$ cat src/rtl/decompressor_feeder.sv
// decompressor_feeder: turns an upstream control-word/item stream into
// paced single-item issues for decompressor_top, with progress and error status.
module decompressor_feeder #(
  parameter int GAP_CYCLES   = 2,
  parameter int BUSY_TIMEOUT = 1024,
  parameter int COUNT_WIDTH  = 16
) (
  input  logic                   clock,
  input  logic                   reset,
  input  logic                   start,
  input  logic [15:0]            s_data,
  input  logic                   s_valid,
  input  logic                   s_last,
  output logic                   s_ready,
  output logic [15:0]            dec_data_in,
  output logic                   dec_control_word_in,
  output logic                   dec_data_in_valid,
  input  logic                   dec_busy,
  output logic [COUNT_WIDTH-1:0] items_issued,
  output logic                   done,
  output logic                   error
);

  typedef enum logic [2:0] {
    ST_IDLE,
    ST_GET_CW,
    ST_GET_ITEM,
    ST_ISSUE,
    ST_WAIT,
    ST_DONE,
    ST_ERROR
  } state_t;

  localparam int BW =
    (BUSY_TIMEOUT > 1) ? $clog2(BUSY_TIMEOUT + 1) : 1;
  localparam bit TO_ON = (BUSY_TIMEOUT != 0);
  localparam logic [BW-1:0] BLIM =
    BW'((BUSY_TIMEOUT > 0) ? BUSY_TIMEOUT - 1 : 0);
  localparam logic [3:0] GLIM = 4'(GAP_CYCLES);

  state_t        state;
  logic [7:0]    cw;
  logic [2:0]    k;
  logic          last;
  logic [3:0]    gap;
  logic [BW-1:0] bcnt;

  logic hs;
  assign hs = s_valid & s_ready;

  // Sequencer: all state and outputs are registered here.
  always_ff @(posedge clock) begin
    if (!reset) begin
      state               <= ST_IDLE;
      cw                  <= '0;
      k                   <= '0;
      last                <= 1'b0;
      gap                 <= '0;
      bcnt                <= '0;
      s_ready             <= 1'b0;
      dec_data_in         <= '0;
      dec_control_word_in <= 1'b0;
      dec_data_in_valid   <= 1'b0;
      items_issued        <= '0;
      done                <= 1'b0;
      error               <= 1'b0;
    end else if (start && state != ST_IDLE
                 && state != ST_DONE) begin
      // A start in mid-stream means upstream lost track: stop hard.
      state               <= ST_ERROR;
      error               <= 1'b1;
      s_ready             <= 1'b0;
      dec_data_in         <= '0;
      dec_control_word_in <= 1'b0;
      dec_data_in_valid   <= 1'b0;
    end else begin
      unique case (state)
        ST_IDLE, ST_DONE: begin
          if (start) begin
            state        <= ST_GET_CW;
            done         <= 1'b0;
            items_issued <= '0;
            s_ready      <= 1'b1;
          end
        end
        ST_GET_CW: begin
          if (hs) begin
            cw <= s_data[7:0];
            k  <= '0;
            if (s_last) begin
              state   <= ST_DONE;
              done    <= 1'b1;
              s_ready <= 1'b0;
            end else begin
              state <= ST_GET_ITEM;
            end
          end
        end
        ST_GET_ITEM: begin
          if (hs) begin
            dec_data_in         <= s_data;
            last                <= s_last;
            dec_control_word_in <= cw[3'd7 - k];
            dec_data_in_valid   <= 1'b1;
            s_ready             <= 1'b0;
            state               <= ST_ISSUE;
          end
        end
        ST_ISSUE: begin
          if (!dec_busy) begin
            if (items_issued != '1)
              items_issued <= items_issued + 1'b1;
            dec_data_in_valid <= 1'b0;
            gap               <= 4'd1;
            bcnt              <= '0;
            state             <= ST_WAIT;
          end
        end
        ST_WAIT: begin
          if (gap < GLIM)
            gap <= gap + 4'd1;
          if (dec_busy) begin
            if (TO_ON && bcnt == BLIM) begin
              state               <= ST_ERROR;
              error               <= 1'b1;
              dec_data_in         <= '0;
              dec_control_word_in <= 1'b0;
            end else if (TO_ON) begin
              bcnt <= bcnt + 1'b1;
            end
          end else begin
            bcnt <= '0;
            if (gap >= GLIM) begin
              if (last) begin
                state <= ST_DONE;
                done  <= 1'b1;
              end else if (k == 3'd7) begin
                state   <= ST_GET_CW;
                s_ready <= 1'b1;
              end else begin
                k       <= k + 3'd1;
                state   <= ST_GET_ITEM;
                s_ready <= 1'b1;
              end
            end
          end
        end
        ST_ERROR: begin
        end
        default: state <= ST_IDLE;
      endcase
    end
  end

endmodule

$ cat config.mk
export PLATFORM = sky130hd
export DESIGN_NAME = decompressor_feeder
export DESIGN_NICKNAME = d
export VERILOG_FILES = /design/src/rtl/decompressor_feeder.sv
export SDC_FILE = /design/constraint.sdc
export NUM_CORES = 1
export LEC_CHECK = 0
export ABC_AREA = 1
export CAP_MARGIN = 10
export CORE_ASPECT_RATIO = 2
export CORE_MARGIN = 3
export CORE_UTILIZATION = 54
export CTS_CLUSTER_DIAMETER = 30
export DETAILED_ROUTE_END_ITERATION = 8
export GPL_TIMING_DRIVEN = 0
export PLACE_DENSITY = 0.76
export REMOVE_ABC_BUFFERS = 1
export SLEW_MARGIN = 20
export SYNTH_ARGS = -nofsm -noshare
export SYNTH_HDL_FRONTEND = slang
export SYNTH_SLANG_ARGS = --single-unit
$ cat constraint.sdc
create_clock -name clock -period 1.8 [get_ports clock]
set_clock_uncertainty 0.05 [all_clocks]
set_input_delay 0.36 -clock clock [delete_from_list [all_inputs] [get_ports clock]]
set_output_delay 0.36 -clock clock [all_outputs]
set_load 0.02 [all_outputs]
After elaboration in Yosys (flattened, before gate mapping)
Cells that the tools add are included.
- register bits after elaboration: 67
- bits of input ports: 22
- word-level logic and storage cells: 150
- $add $sub $neg: 5
- order comparisons: 3
- equality and inequality tests: 34
- mux-type cells: 61
- bitwise logic cells: 4
- reduce and logical (&&, ||, !) cells: 29
- operator list (cell ; count):
    two-way mux 16 bit ; 6
    one-hot mux 16 bit (2 select lines) ; 2
    two-way mux 3 bit ; 15
    two-way mux 11 bit ; 3
    != test 2 bit, second input constant ; 15
    != test 3 bit, second input constant ; 8
    two-way mux 1 bit ; 23
    one-hot mux 11 bit (2 select lines) ; 1
    AND reduction 7 bit ; 3
    one-hot mux 3 bit (6 select lines) ; 1
    adder 16 x 1 -> 16 bit, second input constant ; 1
    != test 16 bit, second input constant ; 1
    AND reduction 8 bit ; 2
    nonzero test 2 bit ; 8
    equality test 3 bit, second input constant ; 4
    AND reduction 3 bit ; 4
    AND reduction 4 bit ; 3
    adder 11 x 1 -> 11 bit, second input constant ; 1
    equality test 11 x 10 -> 1 bit, second input constant ; 1
    two-way mux 4 bit ; 2
    != test 4 bit, second input constant ; 2
    one-hot mux 4 bit (2 select lines) ; 1
    equality test 3 x 2 -> 1 bit, second input constant ; 2
    one-hot mux 3 bit (2 select lines) ; 1
    20 further kinds ; 26

Longest topological paths before layout
- depth in word-level cells: 7
- depth in mapped cells: 13
- gate-level depth less buffers: 12

Least setup slack after synthesis
OpenSTA, ideal clock, no wires.
- path kind: register to register
- from: register items_issued[0]
- to: register items_issued[13]
- library setup time: 0.116 ns
- arrival: 1.587 ns
- required time: 1.634 ns
- setup slack: 0.047 ns
- cell stages (with the launch flop): 12
- cell sequence: dfxtp_1 -> ha_1 -> nand2_1 -> nor2_2 -> nand2_1 -> nor2_1 -> nand2_2 -> buf_2 -> nand3_1 -> nand2_1 -> inv_1 -> nor2_1
- longest elaborated chain between the ends: 4
- elaborated cells on any way between the ends: 7
- classes of those cells: add/sub (1); eq/ne (2); mux (3); reduce/logical (1)
- RTL lines (item ; RTL line ; source):
    from (decl) ; 19 ; output logic [COUNT_WIDTH-1:0] items_issued,
    from (signal assigned) ; 112 ; items_issued <= items_issued + 1'b1;
    adder 16 x 1 -> 16 bit ; 112 ;
    two-way mux 16 bit ; 111 ; if (items_issued != '1)
    two-way mux 16 bit ; 110 ; if (!dec_busy) begin
    one-hot mux 16 bit (2 select lines) ; 77 ; unique case (state)
Parallel ways exist; a longest one is shown, timed or not. The select of a mux whose other input is x is not followed.
A chain may end at the register's enable or synchronous reset.

Worst setup path in the final report
- from: register items_issued[12]
- to: output items_issued[12]
No word-level cell between the ends.

==> impl_metrics.toml <==
[status]
result_of_the_run = "finished clean"

[critical_path]
criticalPathCategory = "reg -> out"
ff2ff_setup_slack_ns = 0.04
path_max_fanout = 4
cp.arrival_ns = 1.36
cp_cell_sequence = "clkdlybuf4s50_1"
critPathTopFamily = "buffers and inverters"
cp_slowest_cell = "sky130_fd_sc_hd__clkdlybuf4s50_1"
crit_path_max_incr_delay_ns = 0.65
data_required_time_of_the_worst_path_ns = 1.39
worst_setup_path_end_kind = "output pin"
critPathBufInv = 1
setup.worst_path.start_class = "register"

[floorplan]
overall_die_width_um = 64.9
core_area_um2 = 6670
die_area_um2 = 8030
floorplan.initialDensity = 0.561
die_height_um = 124
floorplan.rows = 42
boundaryPins = 59

[logic_synthesis]
synthTopCellsByCount = "sky130_fd_sc_hd__nand2_1 (167), sky130_fd_sc_hd__nor2_1 (114), sky130_fd_sc_hd__dfxtp_1 (67)"
ys_types = 37
dominant_synthesized_flop_cell = "sky130_fd_sc_hd__dfxtp_1"
synth.ff_latch_count = 67
synth_top_area_frac = 0.358
synth_warnings = 0
yosys-top-cells-area = "sky130_fd_sc_hd__dfxtp_1 (36%), sky130_fd_sc_hd__nand2_1 (17%), sky130_fd_sc_hd__nor2_1 (11%), sky130_fd_sc_hd__inv_1 (6.2%), sky130_fd_sc_hd__nand3_1 (5.7%)"
synth_edf_count = 0
synth_area_per_cell_um2 = 6.31
synth_async_sr_flop_share = 0
yosysMostFrequentCell = "sky130_fd_sc_hd__nand2_1"
syn-instance-count = 594
mappedNetlistArea_um2 = 3750
synthDominantAreaCellType = "sky130_fd_sc_hd__dfxtp_1"
synth-seq-area-share = 0.358

[grt]
global_route_wire_length_before_repair_um = 16300
maximum_number_of_pins_on_one_net_before_global_route_repair = 22
grt_usage = 0.265
antenna_found_initial = 0
globalRouteOverflowTotal = 0
number_of_global_route_vias_before_repair = 3652

[routing]
route.detailed.vias_per_inst = 5.31
dr.first_iter.drc_count = 137
firstDrtPassIters = 5
wl_um = 11200
routed_via_count = 4104
drt-wirelength-per-cell_um = 14.5
final_antenna_net_count = 0
drt_drc_violations_left = 0

[clock_tree]
tritoncts = "done"
cts_buffers = 9
ctsHtreeMaxLevel = 3
numClockSinks = 67
clkLatencyLatePin_ns = 0.33
clock_tree.buffer_depth = 2
path_clk_slew_ns = 0.05
cts_root_buffer = "sky130_fd_sc_hd__clkbuf_16"

[sta]
finalHoldViolCount = 0
maxSlewHeadroom = 0.471
final_period_minus_worst_setup_slack_ns = 1.77
clock.fmax_mhz = 564
setup_violations = 0
worst-slew-pin-transition_ns = 0.793
final.period_utilization = 0.984
drv_slew = 0
rsz0062_at_grt = "true"
layout_setup_ws_ns = 0.0285

[finish]
fin_cells = 773
count_of_filler_cells_inserted_in_the_layout = 539
num_antenna_cells = 0
area_growth_pct = 38.8
fraction_of_final_layout_cells_with_drive_strength_greater_than_1 = 0.166
final_net_count = 708
fin_util = 0.779

[power]
power_per_cell_area_nw_per_um2 = 1380
worst_vdd_ir_mv = 0.869
reported_leakage_power_nw = 2.28

[placement]
detailedPlacementHpwl_um = 6970
port-buffer-count = 58
place_congestion = 0.956
placed_cells = 722
dp_worst_setup_slack_ns = -0.835

[flow_run]
timing.max_cap.violations = 0

[worst_hold_path]
hold_path.class = "reg -> reg"
power by group:
part           internal [mW]  leakage [nW]  total, mW  switching, mW
Sequential              1.72         0.548       1.92          0.200
Clock                   1.18         0.155       1.81          0.633
Combinational           1.32          1.57       3.45           2.13
Total                   4.22          2.28       7.18           2.96
stage by stage:
step	power (mW)	hold WS [ns]	instance area [µm²]	TNS, ns
finish	7.18	0.404	5200	0
global route	7.59	0.425	5200	-0.908
CTS	6.62	0.406	4860	-0.00848
detailed placement	4.44	0.398	4320	-36.21
global placement	4.40	0.386	4320	-34.39
floorplan	3.63	0.374	3630	-0.677
layout by cell type (no fill, tap or decap), drive strengths merged, types with 6 or more instances in the layout:
cell / synthesis / routed
a21oi: 29 / 29
buf: 12 / 26
clkbuf: 6 / 13
clkdlybuf4s50: 0 / 48
dfxtp: 67 / 67
ha: 6 / 6
inv: 68 / 68
nand2: 175 / 178
nand3: 46 / 47
nand4: 9 / 9
nor2: 122 / 124
nor3: 6 / 6
o21ai: 31 / 31
routing by layer:
metal / GRT usage / vias up / part of all wire
met3: 0.0605 / 44 / 0.046
met1: 0.240 / 1873 / 0.34
met4: 0.144 / 0 / 0.055
met5: 0 / - / 0
met2: 0.521 / 134 / 0.56
li1: - / 2053 / -
registers in the layout, indices dropped and copies added, names as in the netlist, 3 cells and up:
name,cells
cw,8
bcnt,11
k,3
gap,4
dec_data_in,16
state,3
items_issued,16
kinds of logic after synthesis:
logic type / synth area share
compound gates: 0.0945
xor+xnor: 0.00234
simple gates: 0.424
buf+inv: 0.102
fa+ha+maj: 0.0200
flops: 0.358
cell type report:
| cell class | instances | area [µm²] | area share |
|---|---|---|---|
| tap | 88 | 110 | 0.0212 |
| multi-input combinational | 445 | 2280 | 0.439 |
| timing repair buffer | 85 | 830 | 0.160 |
| sequential | 67 | 1360 | 0.262 |
| inverter | 70 | 283 | 0.0544 |
| clock buffer | 12 | 267 | 0.0513 |
| clock inverter | 4 | 47.5 | 0.00914 |
| timing repair inverter | 2 | 15.0 | 0.00289 |
what timing repair did:
action                                  in CTS  in global routing
hold endpoints to repair                     0                  0
buffers inserted                             9                 19
pin swaps                                    7                 13
gates cloned                                 3                  5
endpoints found under the setup margin      62                 53
resized for setup                           40                 40
hold buffers                                 0                  0
worst paths after layout:
| kind | endpoint | cells past startpoint | from |
|---|---|---|---|
| min | gap[2] | 2 | gap[2] |
| min reg2reg | gap[2] | 2 | gap[2] |
| max reg2reg | dec_control_word_in | 8 | bcnt[6] |
| max | items_issued[12] | 1 | items_issued[12] |
No activity file was read; power rests on OpenSTA's default activity.
